## config.mk

```make
export PLATFORM = sky130hd
export DESIGN_NAME = lsu_seq
export DESIGN_NICKNAME = d
export VERILOG_FILES = /design/src/rtl/lsu_seq.sv
export SDC_FILE = /design/constraint.sdc
export NUM_CORES = 1
export LEC_CHECK = 0
export CORE_MARGIN = 2
export CORE_UTILIZATION = 51
export DETAILED_ROUTE_END_ITERATION = 8
export GPL_ROUTABILITY_DRIVEN = 0
export PLACE_DENSITY = 0.9
export SYNTH_ARGS = -nofsm -noshare
export SYNTH_HDL_FRONTEND = slang
export SYNTH_SLANG_ARGS = --single-unit
```

## constraint.sdc

```tcl
create_clock -name clock -period 9 [get_ports clock]
set_input_delay 1.8 -clock clock [delete_from_list [all_inputs] [get_ports clock]]
set_output_delay 1.8 -clock clock [all_outputs]
set_load 0.05 [all_outputs]
```

## src/rtl/lsu_seq.sv

```systemverilog
// Load/store sequencer: accepts one op from decode, forms the effective address, runs a valid/ack memory transaction, and returns extended load data.
// Latency: at least 4 cycles per op (IDLE accept, CHECK, REQ x N, FIN); REQ lasts until mem_ack or TIMEOUT cycles.
// Backpressure: issue_ready is high only in IDLE; mem_req is held with stable address/data/enables until mem_ack.
//
// Ports:
//   clock, reset                  rising-edge clock, asynchronous active-high reset
//   issue_valid/issue_ready       decode handshake; isStore, funct3, rs1, rs2, operand qualify it
//   immSample, D                  immediate-format select and register-pass select to the operand mux
//   mem_req/mem_ack               memory handshake; mem_we, mem_addr, mem_wdata, mem_be with it; mem_rdata with ack
//   wb_valid, wb_data             one-cycle extended load result
//   done                          one-cycle completion pulse for loads and stores
//   err, err_valid                error code (held until next accept) and its one-cycle pulse
module lsu_seq #(
  parameter int TIMEOUT = 16
) (
  input  logic        clock,
  input  logic        reset,
  input  logic        issue_valid,
  output logic        issue_ready,
  input  logic        isStore,
  input  logic [2:0]  funct3,
  input  logic [31:0] rs1,
  input  logic [31:0] rs2,
  input  logic [31:0] operand,
  output logic [2:0]  immSample,
  output logic        D,
  output logic        mem_req,
  output logic        mem_we,
  output logic [31:0] mem_addr,
  output logic [31:0] mem_wdata,
  output logic [3:0]  mem_be,
  input  logic        mem_ack,
  input  logic [31:0] mem_rdata,
  output logic        wb_valid,
  output logic [31:0] wb_data,
  output logic        done,
  output logic [1:0]  err,
  output logic        err_valid
);

  localparam logic [1:0] S_IDLE  = 2'd0;
  localparam logic [1:0] S_CHECK = 2'd1;
  localparam logic [1:0] S_REQ   = 2'd2;
  localparam logic [1:0] S_FIN   = 2'd3;

  localparam logic [1:0] E_NONE  = 2'b00;
  localparam logic [1:0] E_ALIGN = 2'b01;
  localparam logic [1:0] E_ILL   = 2'b10;
  localparam logic [1:0] E_TMO   = 2'b11;

  // Last REQ cycle index before a missing ack turns into a timeout.
  localparam logic [7:0] TLIM = 8'(TIMEOUT - 1);

  logic [1:0]  state;
  logic [31:0] ea;
  logic [31:0] sdata;
  logic        st;
  logic [2:0]  f3;
  logic [2:0]  imm_q;
  logic [1:0]  err_q;
  logic [7:0]  timer;
  logic [31:0] rdata_q;
  logic        fin_to;

  logic [2:0]  imm_sel;
  logic        legal;
  logic        misal;
  logic [1:0]  chk_code;
  logic [3:0]  be_c;
  logic [31:0] wd_c;
  logic [7:0]  lane_b;
  logic [15:0] lane_h;
  logic [31:0] load_res;

  logic in_idle, in_check, in_req, in_fin;
  assign in_idle  = (state == S_IDLE);
  assign in_check = (state == S_CHECK);
  assign in_req   = (state == S_REQ);
  assign in_fin   = (state == S_FIN);

  // Immediate format for the mux: S-type for stores, otherwise I-type (unsigned variant for LBU/LHU).
  assign imm_sel = isStore ? 3'b010 : (funct3[2] ? 3'b001 : 3'b000);

  always_comb begin
    legal = 1'b0;
    if (st) begin
      legal = (f3 == 3'b000) || (f3 == 3'b001) || (f3 == 3'b010);
    end else begin
      legal = (f3 == 3'b000) || (f3 == 3'b001) || (f3 == 3'b010) ||
              (f3 == 3'b100) || (f3 == 3'b101);
    end
  end

  assign misal = ((f3[1:0] == 2'b01) && ea[0]) ||
                 ((f3[1:0] == 2'b10) && (ea[1:0] != 2'b00));

  // An illegal width wins over misalignment.
  assign chk_code = !legal ? E_ILL : (misal ? E_ALIGN : E_NONE);

  always_comb begin
    be_c = 4'b1111;
    wd_c = sdata;
    case (f3[1:0])
      2'b00: begin
        be_c = 4'b0001 << ea[1:0];
        wd_c = {4{sdata[7:0]}};
      end
      2'b01: begin
        be_c = ea[1] ? 4'b1100 : 4'b0011;
        wd_c = {2{sdata[15:0]}};
      end
      default: begin
        be_c = 4'b1111;
        wd_c = sdata;
      end
    endcase
  end

  always_comb begin
    lane_b = rdata_q[7:0];
    case (ea[1:0])
      2'b00:   lane_b = rdata_q[7:0];
      2'b01:   lane_b = rdata_q[15:8];
      2'b10:   lane_b = rdata_q[23:16];
      default: lane_b = rdata_q[31:24];
    endcase
  end

  assign lane_h = ea[1] ? rdata_q[31:16] : rdata_q[15:0];

  // funct3[2] selects zero extension (LBU/LHU).
  always_comb begin
    load_res = rdata_q;
    case (f3[1:0])
      2'b00:   load_res = f3[2] ? {24'd0, lane_b} : {{24{lane_b[7]}}, lane_b};
      2'b01:   load_res = f3[2] ? {16'd0, lane_h} : {{16{lane_h[15]}}, lane_h};
      default: load_res = rdata_q;
    endcase
  end

  always_ff @(posedge clock or posedge reset) begin
    if (reset) begin
      state   <= S_IDLE;
      ea      <= '0;
      sdata   <= '0;
      st      <= 1'b0;
      f3      <= '0;
      imm_q   <= '0;
      err_q   <= E_NONE;
      timer   <= '0;
      rdata_q <= '0;
      fin_to  <= 1'b0;
    end else begin
      case (state)
        S_IDLE: begin
          // Tracks the mux select so it is held after leaving IDLE.
          imm_q <= imm_sel;
          if (issue_valid) begin
            ea     <= rs1 + operand;
            sdata  <= rs2;
            st     <= isStore;
            f3     <= funct3;
            err_q  <= E_NONE;
            fin_to <= 1'b0;
            state  <= S_CHECK;
          end
        end
        S_CHECK: begin
          if (chk_code != E_NONE) begin
            err_q <= chk_code;
            state <= S_IDLE;
          end else begin
            timer <= '0;
            state <= S_REQ;
          end
        end
        S_REQ: begin
          if (mem_ack) begin
            rdata_q <= mem_rdata;
            state   <= S_FIN;
          end else if (timer == TLIM) begin
            err_q  <= E_TMO;
            fin_to <= 1'b1;
            state  <= S_FIN;
          end else begin
            timer <= timer + 8'd1;
          end
        end
        default: begin
          state <= S_IDLE;
        end
      endcase
    end
  end

  // Reset drives the mux to register-pass with immSample 0, overriding the IDLE values.
  assign issue_ready = in_idle;
  assign D           = reset | !in_idle;
  assign immSample   = reset ? 3'b000 : (in_idle ? imm_sel : imm_q);

  assign mem_req   = in_req;
  assign mem_we    = in_req & st;
  assign mem_addr  = in_req ? {ea[31:2], 2'b00} : 32'd0;
  assign mem_be    = in_req ? be_c : 4'd0;
  assign mem_wdata = (in_req && st) ? wd_c : 32'd0;

  assign wb_valid  = in_fin & !st & !fin_to;
  assign done      = in_fin & !fin_to;
  assign wb_data   = wb_valid ? load_res : 32'd0;

  assign err_valid = (in_check && (chk_code != E_NONE)) || (in_fin && fin_to);
  assign err       = in_check ? chk_code : err_q;

endmodule
```

==> reports/qor.csv, run 1 <==
stage,metric,value,unit
status,status,completed,
place,port_buffers,245,
global_route,grt_pass1_wl,38900,um
synth,ys_async_sr_fraction,1.00,
global_route,grt_remaining_overflow,0,
synth,ys_warn_count,0,
sta,tightestPinTransition,1.20,ns
cells_and_area,area_delta_synth_final,40.4,%
clock_network,clock_sinks,116,
floorplan,die_h,127,um
drt,first_pass_iters,7,
global_route,grt_pass1_vias,7907,
drt,dr_total_vias,7995,
critical_path,worst_setup_path_start_kind,primary input,
critical_path,critPathArrivalTime,3.82,ns
cells_and_area,multi_input_area,0.00455,mm2
sta,fin_ws,3.38,ns
cells_and_area,drive_above_1_share,0.0765,
clock_network,worstSkewPairLatency,0.41,ns
sta,fin_crit,5.62,ns
sta,drv_slew,0,
cells_and_area,final-seq-area,0.00290,mm2
floorplan,io_pins,248,
clock_network,numCtsBuffers,17,
clock_network,holdBufCountCts,0,
flow_run,cap_violations,0,
drt,vias_per_cell,5.86,
power,powerDensity,328,mW/mm2
place,dp_hpwl,16900,um
floorplan,rows,45,
min_path,hold_path_class,reg2reg,
clock_network,cts_tree,done,
critical_path,end_kind,output pin,
floorplan,core-area,0.0150,mm2
drt,drc,0,
sta,period_share,0.625,
drt,drt.antenna.violating_nets,0,
floorplan,initial_core_util,0.517,
global_route,grt_antenna_before_repair,0,
power,ir_drop,0.197,mV
clock_network,post_cts_buffers,0,
cells_and_area,diodes,0,
power,leakagePower,4.82,nW
sta,fin_skew,0.00693,ns
drt,drt_iter0_markers,515,
synth,synth.avg_cell_area,8.22,um2
floorplan,chipWidth,127,um
synth,synth_ff_type,dfrtp_1,
drt,wl,24100,um
sta,rsz0062_at_grt,no,
synth,synth_cells,945,
critical_path,crit_type,in2out,
synth,ys_ff_latch,116,
critical_path,critPathRequiredTime,7.20,ns
clock_network,cts_resized,0,
clock_network,cts-root-buf,clkbuf_16,
global_route,grt_usage,0.300,
sta,fmaxAchievable,178,MHz
drt,drt-wirelength-per-cell,17.6,um
floorplan,die_area,0.0162,mm2
clock_network,clkTransAtPathRegs,0.05,ns
global_route,grt_max_degree,90,
synth,synthDistinctLibCells,66,
sta,fin_tns_setup,0,ns
sta,timing.slew.headroom,0.197,
synth,netlist_area,0.00777,mm2
sta,report.final.setup_viol,0,
cells_and_area,nNetsFinal,1338,
synth,yosysSeqAreaShare,0.374,
synth,synth_edf_count,0,
critical_path,cp_max_fo,57,
clock_network,h-tree-depth,4,
clock_network,clockBufferDepth,2,
sta,finalHoldViolCount,0,
place,pre_cts_slack,3.34,ns
cells_and_area,fill_cells,1107,
==> per-layer routing <==
| layer | part of all wire | vias up | global-route usage |
|---|---|---|---|
| met1 | 0.40 | 3790 | 0.372 |
| met2 | 0.49 | 417 | 0.515 |
| li1 | - | 3731 | - |
| met4 | 0.025 | 0 | 0.113 |
| met5 | 0 | - | 0 |
| met3 | 0.084 | 57 | 0.0657 |
==> cell usage after synthesis (6+ instances only) <==
library cell / n / area share
buf_1: 10 / 0.0048
a222oi_1: 7 / 0.0090
ha_1: 37 / 0.060
nor2b_1: 7 / 0.0056
a211o_1: 6 / 0.0068
nand4_1: 15 / 0.012
a21oi_1: 85 / 0.055
nand2b_1: 6 / 0.0048
o211ai_1: 6 / 0.0058
mux2i_1: 17 / 0.022
nand3_1: 12 / 0.0077
mux2_2: 43 / 0.062
nor3_1: 12 / 0.0077
xnor2_1: 14 / 0.016
dfrtp_1: 116 / 0.37
or3_1: 6 / 0.0048
a21o_1: 17 / 0.016
and2_1: 40 / 0.032
o21ai_0: 25 / 0.016
o21ai_1: 34 / 0.022
inv_1: 31 / 0.015
and3_1: 11 / 0.0089
xor2_1: 9 / 0.010
clkbuf_1: 37 / 0.018
o21a_1: 7 / 0.0068
nor2_1: 74 / 0.036
nand2_1: 198 / 0.096
==> per-stage QoR <==
step | cells | total power [mW] | hold WS, ns | utilization | area (um2)
final | 1364 | 3.58 | 0.470 | 0.726 | 10900
after global routing | 1364 | 3.79 | 0.487 | 0.726 | 10900
after CTS | 1364 | 3.57 | 0.470 | 0.726 | 10900
after detailed placement | 1333 | 2.85 | 0.458 | 0.686 | 10300
after global placement | 1333 | 2.80 | 0.454 | 0.686 | 10300
after floorplan | 946 | 2.27 | 0.440 | - | 7770
==> layout make-up <==
type | instances | share of cell area
Sequential cell | 116 | 0.266
Multi-Input combinational cell | 746 | 0.417
Tap cell | 188 | 0.0216
Clock buffer | 20 | 0.0428
Timing Repair Buffer | 251 | 0.229
Clock inverter | 11 | 0.0122
Inverter | 32 | 0.0112
==> registers in the layout, indices dropped and copies added (netlist names) <==
name,flops
rdata_q,32
imm_q,3
err_q,2
timer,8
fin_to,1
f3,3
ea,32
st,1
state,2
sdata,32
==> worst paths after layout <==
check / endpoint / slack [ns] / start / depth (start not counted)
min in group asynchronous: ea[27] / 1.83 / reset / 2
setup reg to reg: timer[7] / 6.05 / state[0] / 8
max in group asynchronous: f3[1] / 5.81 / reset / 3
hold reg to reg: ea[2] / 0.47 / ea[2] / 2
setup / recovery: immSample[1] / 3.38 / reset / 4
hold / removal: ea[2] / 0.47 / ea[2] / 2
==> critical path, cell delays in order <==
cell and delay (ns):
clkdlybuf4s50_1 0.44, inv_4 0.49, and2_1 0.25, clkdlybuf4s50_1 0.81
==> power breakdown <==
part / leakage [nW] / internal [mW] / switching [mW]
Combinational: 3.09 / 0.707 / 1.24
Sequential: 1.43 / 0.759 / 0.192
Clock: 0.301 / 0.451 / 0.233
Total: 4.82 / 1.92 / 1.66
==> cells by family (layout without fill, tap and decap cells) <==
| kind of cell | Yosys count | count (layout) | synth area share |
|---|---|---|---|
| compound gates | 227 | 227 | 0.182 |
| buf+inv | 84 | 314 | 0.0420 |
| simple gates | 396 | 396 | 0.229 |
| mux | 60 | 60 | 0.0842 |
| fa+ha+maj | 38 | 38 | 0.0622 |
| xor+xnor | 23 | 23 | 0.0259 |
| flops | 116 | 116 | 0.374 |
| other cells | 1 | 2 | 0.000483 |
==> cells in the final DEF, fill, tap and decap left out, types with 4 or more instances in the layout <==
master,netlist,layout
clkinv_2,0,7
ha_1,37,36
a211o_1,6,6
dfrtp_1,116,115
o21ai_1,34,34
or3_1,6,6
clkdlybuf4s50_1,0,245
inv_1,31,30
nor3_1,12,12
and3_1,11,11
a222oi_1,7,7
o21a_1,7,7
a21o_1,17,17
o211ai_1,6,6
o21ai_0,25,25
xnor2_1,14,14
nand3_1,12,12
and2_1,40,39
nor2b_1,7,7
a31oi_1,4,4
mux2i_1,17,17
mux2_2,43,43
nor2_1,74,74
a21oi_1,85,85
buf_4,2,6
nand2b_1,6,6
xor2_1,9,9
nand2_1,198,197
nand4_1,15,15
nor3b_1,4,4
clkbuf_16,0,17
Note: power is estimated with default switching activity, not from simulation.
==> run 2, diff against run 1 <==
CORE_UTILIZATION = 48   (was 51)
PLACE_DENSITY = 0.86   (was 0.9)
clock period = 5.5 ns   (was 9 ns; I/O delays follow)
==> run 2 against run 1 <==
Wire length shrank 0.50%. Design area is 0.58% higher. Die area is 6.1% higher. Via count is 1.8% lower. Clock power rose by 67%. Largest power group unchanged. Worst hold slack gained 0.0029 ns.
==> reports/qor.csv, run 2 (synthesis results as in run 1) <==
stage,metric,value,unit,change
status,status,completed,,
drt,drc,0,,unchanged
drt,drt-wirelength-per-cell,17.2,um,-2.7%
sta,fmaxAchievable,209,MHz,
drt,vias_per_cell,5.63,,-4.0%
clock_network,h-tree-depth,4,,unchanged
min_path,min-delay-start,sdata[19],,
power,ir_drop,0.239,mV,+21%
sta,fin_tns_setup,0,ns,unchanged
critical_path,crit_type,reg2out,,
global_route,grt_remaining_overflow,0,,unchanged
floorplan,initial_core_util,0.491,,-0.0259
place,dp_hpwl,17300,um,+2.3%
sta,rsz0062_at_grt,no,,
min_path,holdPathEnd,sdata[19],,
power,powerDensity,533,mW/mm2,+63%
drt,wl,23900,um,-0.50%
clock_network,clockBufferDepth,2,,unchanged
floorplan,chipWidth,131,um,+3.0%
floorplan,rows,46,,+2.2%
place,port_buffers,245,,unchanged
cells_and_area,fin_area,0.0110,mm2,+0.58%
drt,drt_iter0_markers,613,,+19%
power,p_total,5.85,mW,+63%
clock_network,numCtsBuffers,17,,unchanged
place,placed_cell_area,0.0104,mm2,+0.55%
critical_path,cp_max_fo,16,,-72%
critical_path,worst_setup_path_start_kind,flip-flop,,
floorplan,die_area,0.0172,mm2,+6.1%
critical_path,end_kind,output pin,,
cells_and_area,layout_common_cells,"clkdlybuf4s50_1 (245), nand2_1 (197), dfrtp_1 (115)",,
sta,drv_slew,0,,unchanged
global_route,grt_pass1_wl,38300,um,-1.6%
sta,fin_skew,0.00593,ns,-0.000998 ns
sta,timing.slew.headroom,0.169,,-0.0283
clock_network,post_cts_buffers,0,,unchanged
clock_network,clock_sinks,116,,unchanged
clock_network,worstSkewPairLatency,0.41,ns,about the same
drt,drt.antenna.violating_nets,0,,unchanged
sta,period_share,0.872,,
clock_network,cts-root-buf,clkbuf_16,,
global_route,grt_max_degree,90,,unchanged
critical_path,r2r_setup_slack,2.77,ns,-3.28 ns
cells_and_area,top_regs,"ea: 32 flops, rdata_q: 32 flops, sdata: 32 flops",,
critical_path,r2r_cells,9,,+1
critical_path,critPathArrivalTime,3.70,ns,-0.12 ns
drt,first_pass_iters,5,,-2
critical_path,r2r-end,timer[7],,
drt,dr_total_vias,7849,,-1.8%
sta,finalHoldViolCount,0,,unchanged
clock_network,holdBufCountCts,0,,unchanged
cells_and_area,drive_above_1_share,0.0789,,+0.00235
sta,tightestPinTransition,1.24,ns,+0.0422 ns
clock_network,cts_resized,0,,unchanged
sta,fin_crit,4.80,ns,
cells_and_area,final_common_cell,clkdlybuf4s50_1,,
cells_and_area,diodes,0,,unchanged
cells_and_area,nNetsFinal,1340,,+0.15%
min_path,hold_path_class,reg2reg,,
floorplan,io_pins,248,,unchanged
clock_network,clkTransAtPathRegs,0.05,ns,about the same
clock_network,cts_tree,done,,
critical_path,critPathRequiredTime,4.40,ns,-2.80 ns
floorplan,core-area,0.0158,mm2,+5.3%
global_route,grt_antenna_before_repair,1,,+1
cells_and_area,area_delta_synth_final,41.2,%,
power,leakagePower,4.82,nW,+0.11%
flow_run,cap_violations,0,,unchanged
floorplan,die_h,131,um,+3.0%
critical_path,r2r-start,state[0],,
global_route,grt_usage,0.274,,-0.0267
global_route,grt_pass1_vias,7558,,-4.4%
min_path,holdPathStages,2,,unchanged
sta,report.final.setup_viol,0,,unchanged
## run 2: layout make-up
cell class / count / area [um2]
well taps: 216 / 270
clock buffers: 17 / 425
multi-input cells: 746 / 4560
clock inverters: 15 / 181
inverters: 32 / 124
repair buffers: 253 / 2510
flip-flops and latches: 116 / 2900
fillers: 1218 / 4850
## run 2: stage by stage
stage	util	cells	setup slack (ns)	hold slack [ns]
final	0.693	1395	0.705	0.473
after global routing	0.693	1395	0.492	0.502
after CTS	0.693	1395	0.675	0.474
after detailed placement	0.655	1363	1.14	0.462
after global placement	0.655	1363	1.44	0.456
after floorplan	-	946	0.725	0.440
## run 2: how the worst max path moves through the flow
stage | start | end | slack [ns] | cells after the start
CTS | ea[1] | wb_data[28] | 0.68 | 6
detailed placement | ea[1] | wb_data[28] | 1.14 | 6
global placement | ea[1] | wb_data[16] | 1.44 | 6
finish | ea[1] | wb_data[28] | 0.70 | 6
global route | ea[1] | wb_data[28] | 0.49 | 6
floorplan | reset | D | 0.72 | 2
## run 2: routing by layer
layer,up-vias,global-route usage,routed length [um]
li1,3733,-,-
met1,3674,0.343,9930
met2,383,0.458,11400
met3,57,0.0629,1900
met4,2,0.111,721
met5,-,0,13
## run 2: critical path, cell delays in order, from the launching register on
cell	delay (ns)
dfrtp_1	0.64
mux2_2	0.41
o211ai_1	0.26
a21oi_1	0.11
o21ai_1	0.96
a21oi_1	0.13
clkdlybuf4s50_1	0.77
## run 2: power breakdown
| group | internal (mW) | switching [mW] | leakage [nW] |
|---|---|---|---|
| Clock | 0.716 | 0.420 | 0.294 |
| Combinational | 1.16 | 1.99 | 3.10 |
| Sequential | 1.24 | 0.323 | 1.43 |
| Total | 3.12 | 2.73 | 4.82 |
==> run 3, diff against run 2 <==
CAP_MARGIN = 25   (was not set)
CORE_UTILIZATION = 29   (was 48)
PLACE_DENSITY = 0.57   (was 0.86)
==> run 3 against run 2 <==
Critical path depth rose by 1. Via count fell by 3.2%. Power fell by 0.17%. Clock power barely moved. Worst hold slack got worse by 0.0049 ns. Die area rose by 63%. Largest cell class unchanged. Fmax rose by 6.6%. Critical endpoint is now wb_data[11]. Wire length rose by 11%.
==> reports/qor.csv, run 3 (synthesis results as in run 1) <==
stage,metric,value,unit,change
drt,drt_iter0_markers,574,,-6.4%
drt,drc,0,,unchanged
critical_path,r2r_cells,9,,unchanged
floorplan,rows,59,,+28%
global_route,grt_max_degree,67,,-26%
drt,vias_per_cell,5.02,,-11%
power,p_int,3.09,mW,-0.97%
power,leakagePower,4.83,nW,about the same
clock_network,clkTransAtPathRegs,0.06,ns,about the same
cells_and_area,layout_common_cells,"clkdlybuf4s50_1 (245), nand2_1 (197), dfrtp_1 (115)",,
clock_network,worstSkewPairLatency,0.42,ns,about the same
drt,wl,26500,um,+11%
global_route,grt_pass1_vias,7573,,+0.20%
global_route,grt_antenna_before_repair,0,,-1
sta,drv_slew,0,,unchanged
power,ir_drop,0.239,mV,-0.16%
drt,drt-wirelength-per-cell,17.5,um,+1.8%
floorplan,chipWidth,168,um,+28%
power,p_sw_frac,0.471,,+0.00431
clock_network,holdBufCountCts,0,,unchanged
drt,first_pass_iters,7,,+2
critical_path,crit_type,reg2out,,
floorplan,die_h,168,um,+28%
power,seq_power_share,0.270,,+0.002
cells_and_area,final_util,0.424,,-0.269
clock_network,post_cts_buffers,0,,unchanged
sta,fin_ws,1.00,ns,+0.297 ns
critical_path,r2r-start,state[0],,
floorplan,initial_core_util,0.296,,-0.194
sta,fin_tns_setup,0,ns,unchanged
critical_path,crit_end,wb_data[11],,
drt,met2_length,12400,um,+8.9%
critical_path,r2r_setup_slack,2.71,ns,-0.06 ns
min_path,min-delay-start,ea[4],,
drt,dr_wl_met3,1570,um,-18%
critical_path,critPathRequiredTime,4.40,ns,about the same
sta,rsz0062_at_grt,no,,
critical_path,worst_setup_path_start_kind,flip-flop,,
clock_network,clock_sinks,116,,unchanged
cells_and_area,area_delta_synth_final,43.1,%,
floorplan,core-area,0.0262,mm2,+66%
clock_network,cts_resized,0,,unchanged
place,port_buffers,245,,unchanged
cells_and_area,drive_above_1_share,0.0797,,+0.000781
critical_path,r2r-end,timer[7],,
cells_and_area,diodes,0,,unchanged
critical_path,crit_start,f3[1],,
power,combPwrFrac,0.538,,about the same
floorplan,die_area,0.0281,mm2,+63%
min_path,hold_path_class,reg2reg,,
global_route,grt_pass1_wl,42300,um,+11%
status,status,completed,,
cells_and_area,final_common_cell,clkdlybuf4s50_1,,
power,powerDensity,525,mW/mm2,-1.5%
clock_network,clockBufferDepth,2,,unchanged
global_route,grt_usage,0.191,,-0.0831
drt,dr_total_vias,7599,,-3.2%
critical_path,cp_max_fo,17,,+1
drt,top_layer,met4,,
cells_and_area,top_regs,"ea: 32 flops, rdata_q: 32 flops, sdata: 32 flops",,
flow_run,cap_violations,0,,unchanged
drt,drt-met1-wl,12200,um,+23%
floorplan,io_pins,248,,unchanged
power,clkPwrFrac,0.192,,-0.002
sta,fin_skew,0.0103,ns,+0.00434 ns
sta,timing.slew.headroom,0.347,,+0.177
sta,fin_crit,4.50,ns,-0.297 ns
place,dp_hpwl,19700,um,+14%
sta,fmaxAchievable,222,MHz,+6.6%
clock_network,cts-root-buf,clkbuf_16,,
cells_and_area,nNetsFinal,1341,,+0.075%
clock_network,cts_tree,done,,
sta,period_share,0.818,,-0.0539
sta,tightestPinTransition,0.978,ns,-0.260 ns
power,p_total,5.84,mW,-0.17%
sta,finalHoldViolCount,0,,unchanged
global_route,grt_remaining_overflow,0,,unchanged
critical_path,critPathArrivalTime,3.40,ns,-0.30 ns
sta,report.final.setup_viol,0,,unchanged
clock_network,h-tree-depth,4,,unchanged
place,pre_cts_slack,1.29,ns,+0.153 ns
critical_path,end_kind,output pin,,
clock_network,numCtsBuffers,17,,unchanged
power,switchingPower,2.75,mW,+0.75%
drt,drt.antenna.violating_nets,0,,unchanged
-- run 3: cell count changes in the layout (fill, tap and decap cells not counted) --
| cell | previous run | this run |
|---|---|---|
| bufinv_16 | 3 | 2 |
| clkbuf_8 | 0 | 1 |
| clkinv_4 | 4 | 5 |
| buf_6 | 0 | 1 |
| clkinvlp_4 | 3 | 2 |
-- run 3: layout make-up --
class / instances / area (um2)
Sequential cell: 116 / 2900
Clock buffer: 18 / 439
Clock inverter: 14 / 153
Timing Repair Buffer: 254 / 2520
Multi-Input combinational cell: 746 / 4560
Fill cell: 2675 / 15100
Inverter: 32 / 124
Tap cell: 335 / 419
-- run 3: critical path: stages, from the launching register on --
cell and delay [ns]:
dfrtp_2 0.52, nor2_1 0.57, o211ai_1 0.23, or2_1 0.39, a21oi_1 0.17, a21oi_1 0.06, nor2_1 0.19, clkdlybuf4s50_1 0.85
-- run 3: power groups by stage --
| stage | logic [mW] | registers, mW | clock network [mW] |
|---|---|---|---|
| 2_1_floorplan | 2.28 | 1.43 | 0 |
| 3_3_place_gp | 3.14 | 1.58 | 0 |
| 3_5_place_dp | 3.16 | 1.59 | 0 |
| 5_1_grt | 3.42 | 1.64 | 1.19 |
| 4_1_cts | 3.18 | 1.58 | 1.15 |
| 6_report | 3.14 | 1.58 | 1.12 |
-- run 3: per-layer routing --
layer / vias up / global-route usage
met3: 18 / 0.0399
met4: 0 / 0.0442
met2: 279 / 0.310
met1: 3579 / 0.261
li1: 3723 / -
met5: - / 0
-- run 3: worst min-delay path by stage --
stage                     slack [ns]  cells past startpoint        end
final                           0.47                      2      ea[4]
after floorplan                 0.44                      2     ea[13]
after global placement          0.45                      2      ea[3]
after CTS                       0.47                      2      ea[4]
after detailed placement        0.46                      2      ea[4]
after global routing            0.50                      2  sdata[22]
-- run 3: through the flow --
step           instances  cell area [um2]  hold WS (ns)
3_5_place_dp        1483            10500         0.462
3_3_place_gp        1482            10500         0.453
2_1_floorplan        946             7780         0.440
4_1_cts             1515            11100         0.474
6_report            1515            11100         0.468
5_1_grt             1515            11100         0.496
